--- src/rtl/stopwatch_cu_pkg.sv ---
// Shared encodings and defaults for the stopwatch control unit.
// The datapath-side decode imports the same package so state codes stay in one place.
package stopwatch_cu_pkg;

    typedef enum logic [1:0] {
        ST_STOP  = 2'd0,
        ST_RUN   = 2'd1,
        ST_CLEAR = 2'd2
    } state_e;

    // 1 ms of stable level at 100 MHz
    localparam int DEBOUNCE_COUNT_DEF = 100_000;
    localparam int SYNC_STAGES_DEF    = 2;

endpackage

--- src/rtl/stopwatch_cu_btn_debounce.sv ---
// One push-button front end: synchroniser, consecutive-cycle debounce, and a rising-edge
// pulse that fires once per accepted press.
module btn_debounce
    import stopwatch_cu_pkg::*;
#(
    parameter int DEBOUNCE_COUNT = DEBOUNCE_COUNT_DEF,
    parameter int SYNC_STAGES    = SYNC_STAGES_DEF
) (
    input  logic clk,
    input  logic rst,
    input  logic i_btn,
    output logic o_level,
    output logic o_pulse
);

    localparam int CNT_W = $clog2(DEBOUNCE_COUNT + 1);

    logic [SYNC_STAGES-1:0] sync_q, sync_d;
    logic [CNT_W-1:0]       cnt_q, cnt_d;
    logic                   level_q, level_d;
    logic                   prev_q, prev_d;
    logic                   sync_bit;

    assign sync_bit = sync_q[SYNC_STAGES-1];

    always_comb begin
        sync_d  = {sync_q[SYNC_STAGES-2:0], i_btn};
        level_d = level_q;
        cnt_d   = '0;
        prev_d  = level_q;
        // Any cycle of agreement restarts the count, so short glitches never accumulate.
        if (sync_bit != level_q) begin
            if (cnt_q == CNT_W'(DEBOUNCE_COUNT - 1)) begin
                level_d = sync_bit;
            end else begin
                cnt_d = cnt_q + 1'b1;
            end
        end
    end

    always_ff @(posedge clk) begin
        if (rst) begin
            sync_q  <= '0;
            cnt_q   <= '0;
            level_q <= 1'b0;
            prev_q  <= 1'b0;
        end else begin
            sync_q  <= sync_d;
            cnt_q   <= cnt_d;
            level_q <= level_d;
            prev_q  <= prev_d;
        end
    end

    assign o_level = level_q;
    assign o_pulse = level_q & ~prev_q;

endmodule

--- src/rtl/stopwatch_cu.sv ---
// Stopwatch control unit: debounced RUN/STOP and CLEAR buttons drive a STOP/RUN/CLEAR FSM
// whose outputs are a Moore decode of the state register.
module stopwatch_cu
    import stopwatch_cu_pkg::*;
#(
    parameter int DEBOUNCE_COUNT = DEBOUNCE_COUNT_DEF,
    parameter int SYNC_STAGES    = SYNC_STAGES_DEF
) (
    input  logic       clk,
    input  logic       rst,
    input  logic       i_btn_runstop,
    input  logic       i_btn_clear,
    output logic       o_runstop,
    output logic       o_clear,
    output logic [1:0] o_state
);

    logic   rs_pulse, clr_pulse;
    state_e state_q, state_d;

    btn_debounce #(
        .DEBOUNCE_COUNT(DEBOUNCE_COUNT),
        .SYNC_STAGES   (SYNC_STAGES)
    ) u_db_runstop (
        .clk    (clk),
        .rst    (rst),
        .i_btn  (i_btn_runstop),
        .o_level(),
        .o_pulse(rs_pulse)
    );

    btn_debounce #(
        .DEBOUNCE_COUNT(DEBOUNCE_COUNT),
        .SYNC_STAGES   (SYNC_STAGES)
    ) u_db_clear (
        .clk    (clk),
        .rst    (rst),
        .i_btn  (i_btn_clear),
        .o_level(),
        .o_pulse(clr_pulse)
    );

    always_ff @(posedge clk) begin
        if (rst) state_q <= ST_STOP;
        else     state_q <= state_d;
    end

    always_comb begin
        state_d = state_q;
        case (state_q)
            // Clear has priority over run when both land together.
            ST_STOP: begin
                if (clr_pulse)     state_d = ST_CLEAR;
                else if (rs_pulse) state_d = ST_RUN;
            end
            ST_RUN: begin
                if (rs_pulse) state_d = ST_STOP;
            end
            ST_CLEAR: state_d = ST_STOP;
            default:  state_d = ST_STOP;
        endcase
    end

    always_comb begin
        o_runstop = (state_q == ST_RUN);
        o_clear   = (state_q == ST_CLEAR);
        o_state   = state_q;
    end

endmodule
--- config.mk ---
export PLATFORM = sky130hd
export DESIGN_NAME = stopwatch_cu
export DESIGN_NICKNAME = d
export VERILOG_FILES = /design/src/rtl/stopwatch_cu_pkg.sv /design/src/rtl/stopwatch_cu_btn_debounce.sv /design/src/rtl/stopwatch_cu.sv
export SDC_FILE = /design/constraint.sdc
export NUM_CORES = 1
export LEC_CHECK = 0
export ABC_AREA = 1
export BUFFER_PORTS_ARGS = -buffer_cell sky130_fd_sc_hd__buf_2
export CORE_UTILIZATION = 60
export DETAILED_ROUTE_END_ITERATION = 10
export GPL_TIMING_DRIVEN = 0
export PLACE_DENSITY = 0.76
export SYNTH_ARGS = -nofsm -noshare
export SYNTH_HDL_FRONTEND = slang
export SYNTH_SLANG_ARGS = --single-unit
--- constraint.sdc ---
create_clock -name clk -period 1.94 [get_ports clk]
set_input_delay 0.194 -clock clk [delete_from_list [all_inputs] [get_ports clk]]
set_output_delay 0.194 -clock clk [all_outputs]
set_load 0.02 [all_outputs]
-- Yosys cells after proc, flatten, opt, wreduce, memory -nomap -nowiden
Cells that the tools add are included.
- bits in registers: 44
- word-level logic and storage cells: 35
- output and inout port bits: 4
- equal/unequal tests: 8
- mux-type cells: 4
- reductions and logical operators: 6
- $add $sub $neg: 2
- bitwise logic cells: 6
- operator list (operator ; count):
    17-bit by 1-bit adder with 17-bit output, second input constant ; 2
    17-bit == test, second input constant ; 2
    2-bit 2-to-1 mux ; 3
    2-bit AND reduction ; 3
    3-bit OR reduction ; 2
    1-bit NOT ; 4
    2-bit one-hot mux with 2 select lines ; 1
    3-bit inequality test, second input constant ; 1
    1-bit bitwise AND ; 2
    2-bit by 1-bit == test with 1-bit output, second input constant ; 1
    2-bit == test, second input constant ; 1
    2-bit logical NOT ; 1
    1-bit inequality test ; 2
    2-bit by 1-bit inequality test with 1-bit output, second input constant ; 1

-- Logic depth before layout (Yosys ltp)
- depth in word-level cells: 5
- depth in mapped cells: 9
- mapped depth without buffers: 9

-- Modules after synthesis
From an unflattened synthesis, not the netlist that was laid out.
- cell total of the unflattened synthesis: 310
- area total of the unflattened synthesis: 2115.8 um^2
- modules (own cells, without submodules) (module ; instances ; cells each ; area an instance (um^2) ; seq. area each (um^2)):
    btn_debounce at u_db_runstop ; 1 ; 148 ; 1016.0 ; 420.4
    btn_debounce at u_db_clear ; 1 ; 147 ; 1003.5 ; 420.4
    stopwatch_cu ; 1 ; 15 ; 96.3 ; 40.0

-- Worst setup path before layout
No wires, ideal clock.
- path kind: reg2reg
- from: register u_db_runstop.cnt_q[0]
- to: register u_db_runstop.cnt_q[0]
- cell stages (with the launch flop): 8
- clock period less this slack: 1.392 ns
- arrival: 1.274 ns
- required time: 1.821 ns
- buffers on the path: 1
- path slack: 0.548 ns
- path through: dfxtp_1 > ha_1 > nand2_2 > nor2_4 > nand3_2 > o21bai_4 > buf_6 > nor2_1
- longest elaborated chain between the ends: 2
- RTL lines (what ; RTL line ; source):
    start, declared ; stopwatch_cu_btn_debounce.sv:19 ; logic [CNT_W-1:0] cnt_q, cnt_d;
    start signal, assigned ; stopwatch_cu_btn_debounce.sv:49 ; cnt_q <= cnt_d;
    branches (longest 2 deep; another with 17-bit by 1-bit adder with 17-bit output) ; - ;
Several ways; the timed one is not identified.
A chain may end at the register's enable or synchronous reset.

-- Worst setup path after layout
Same ends and word-level chain as after synthesis.

==> impl_metrics.toml <==
[run_status]
status = "completed"

[synthesis]
ys_seq_area_share_pct = 40.0
synth_most_common_cell = "nor2_1"
synthesis.nets = 335
netlist_instances = 329
synth_area_leaders = "dfxtp_1, nor2_1, nand2_1"
async_reset_ff_share_pct = 0
synth_top_area_cell = "dfxtp_1"
yosysWarnings = 0
avgSynthCellArea_um2 = 6.70
syn_area_um2 = 2200
synth_flop_cell = "dfxtp_1"
ys_ff_latch = 44
synth_top_area_share_pct = 40.0
yosys-top-cells-count = "nor2_1, nand2_1, inv_1"
synth_edf_count = 0
post_synth_num_cell_types = 20

[critical_path]
arrival_ps = 1910
path_class = "reg2reg"
worst_path_largest_cell_delay_ps = 440
path_cells = "ha_1 -> nand2_2 -> nor2_4 -> nand3_2 -> o21bai_4 -> buf_6 -> nor2_1"
cp_top_family = "flip-flops"
start_kind = "flip-flop"
cp_slowest_cell = "dfxtp_1"
worst-path-buf-inv = 1
end_kind = "flip-flop"
cp_max_fo = 10
required_ps = 2200

[pwr]
power_density_nw_per_um2 = 594
report.power.total_uw = 1400
leakage_uw = 0.000839
vdd_drop_max_mv = 0.453

[timing]
worst_slack_ps = 294
finalCritPeriodShare_pct = 84.8
worstMarginPinSlew_ps = 372
slew_violations = 0
hold-worst-slack_ps = 26.5
slew_headroom_pct = 75.1
rsz0062_at_grt = "no"
hold_viol = 0
setup_tns_ps = 0
fin_skew_ps = 6.66
fmax_mhz = 608
min_period_ps = 1650
final-setup-viol-count = 0

[clock_network]
hold_buffers = 0
clockBufferDepth = 2
cts-buffers-inserted = 5
h-tree-depth = 2
root_buffer = "clkbuf_4"
ctsResizeCount = 0
clk_pin_slew_ps = 120
cts_tree = "built"
insertion_delay_ps = 360
post_cts_buffers = 0
clock-sinks = 44

[finish]
drive_above_1_share_pct = 6.71
final_cells = 389
multi_input_area_um2 = 1120
fillCellCount = 313
ff_latch_area_um2 = 881
num_antenna_cells = 0
layout.nets = 348
synthToLayoutAreaGrowth_pct = 6.64

[grt]
grt_max_degree = 13
grt_pass1_vias = 1713
grt_antenna_before_repair = 0
overflow = 0
grt_pass1_wl_um = 7310
track_usage_pct = 23.6

[placed_design]
gp_congestion = 0.878
place_inst = 381
dp_slack_ps = 296
port_buffers = 6
dp_hpwl_um = 2980

[die]
fp-row-count = 21
die_x_um = 62.6
die_area_um2 = 3920
die_h_um = 62.6
boundaryPins = 8
start_util_pct = 64.5
fp.coreArea_um2 = 3420

[drt]
drc_errors = 0
dr.first_iter.drc_count = 137
dr.pass1.iters = 5
routed_wl_um = 3990
ant_nets = 0
dr_total_vias = 1885
vias_per_cell = 4.85
wl_per_cell_um = 10.3

[run]
maxCapViolCount = 0

[hold_path]
min_path_type = "in2reg"
-- through the flow --
stage	instance area (um2)	util (%)
final	2350	68.8
after global routing	2350	68.8
after CTS	2350	68.8
after detailed placement	2290	67.1
after global placement	2290	67.1
after floorplan	2200	-
-- cells by family (layout without fill, tap and decap cells) --
| family | after synthesis | count (layout) | share of synthesized area (%) |
|---|---|---|---|
| simple gates | 201 | 201 | 37.7 |
| compound gates | 12 | 12 | 3.97 |
| buf+inv | 50 | 64 | 9.26 |
| flops | 44 | 44 | 40.0 |
| fa+ha+maj | 2 | 2 | 1.14 |
| xor+xnor | 20 | 20 | 7.95 |
-- final cells by class --
| type | count | share of cell area (%) |
|---|---|---|
| Multi-Input combinational cell | 235 | 47.6 |
| Sequential cell | 44 | 37.5 |
| Inverter | 47 | 7.51 |
| Clock buffer | 8 | 2.50 |
| Tap cell | 46 | 2.45 |
| Timing Repair Buffer | 6 | 1.28 |
| Buffer | 3 | 1.17 |
-- worst paths after layout --
kind / cells past startpoint / slack [ps] / endpoint / start
worst min register to register: 2 / 410 / u_db_runstop.sync_q[1] / u_db_runstop.sync_q[0]
worst max-delay path: 7 / 290 / u_db_runstop.cnt_q[0] / u_db_runstop.cnt_q[0]
worst min-delay path: 3 / 30 / u_db_runstop.sync_q[0] / i_btn_runstop
worst max register to register: 7 / 290 / u_db_runstop.cnt_q[0] / u_db_runstop.cnt_q[0]
-- layer usage --
metal | GRT usage (%) | vias up | wire [um]
met4 | 8.72 | 0 | 55
li1 | - | 1022 | -
met2 | 34.1 | 40 | 1630
met1 | 33.5 | 819 | 2110
met5 | 0 | - | 0
met3 | 6.02 | 4 | 204
-- cell usage in the layout, fill, tap and decap left out --
cell      netlist  final
nand3_2         2      2
clkbuf_8        0      1
o21bai_4        2      2
a21oi_1         3      3
nor2_1         91     91
xnor2_1         2      2
buf_2           1      7
nand3_1        19     19
nand2_1        76     76
clkbuf_4        0      5
nor3_1          2      2
ha_1            2      2
nand2_2         1      1
nor2_4          2      2
dfxtp_1        44     44
buf_6           2      2
nand4_1         6      6
clkbuf_1        0      2
inv_1          47     47
xor2_1         18     18
or2_2           1      1
nor4_1          1      1
o21ai_0         7      7
-- sequential cells by signal, indices dropped and copies added, names as in the netlist --
name                  flops
u_db_runstop.o_level      1
u_db_clear.prev_q         1
u_db_clear.o_level        1
o_state                   2
u_db_clear.cnt_q         17
u_db_clear.sync_q         2
u_db_runstop.cnt_q       17
u_db_runstop.sync_q       2
u_db_runstop.prev_q       1
-- where the power goes --
group	total, uW	internal [uW]	switching (uW)
registers	911	908	2.74
clock network	460	179	281
logic	25.5	10.5	15.1
total	1400	1100	299
-- worst register-to-register path: cells and delay by family, from the launching register on --
family	cells	cell delay (ps)
flops	1	440
buf+inv	1	180
simple gates	4	410
fa+ha+maj	1	290
compound gates	1	210
No activity file was read; power rests on OpenSTA's default activity.
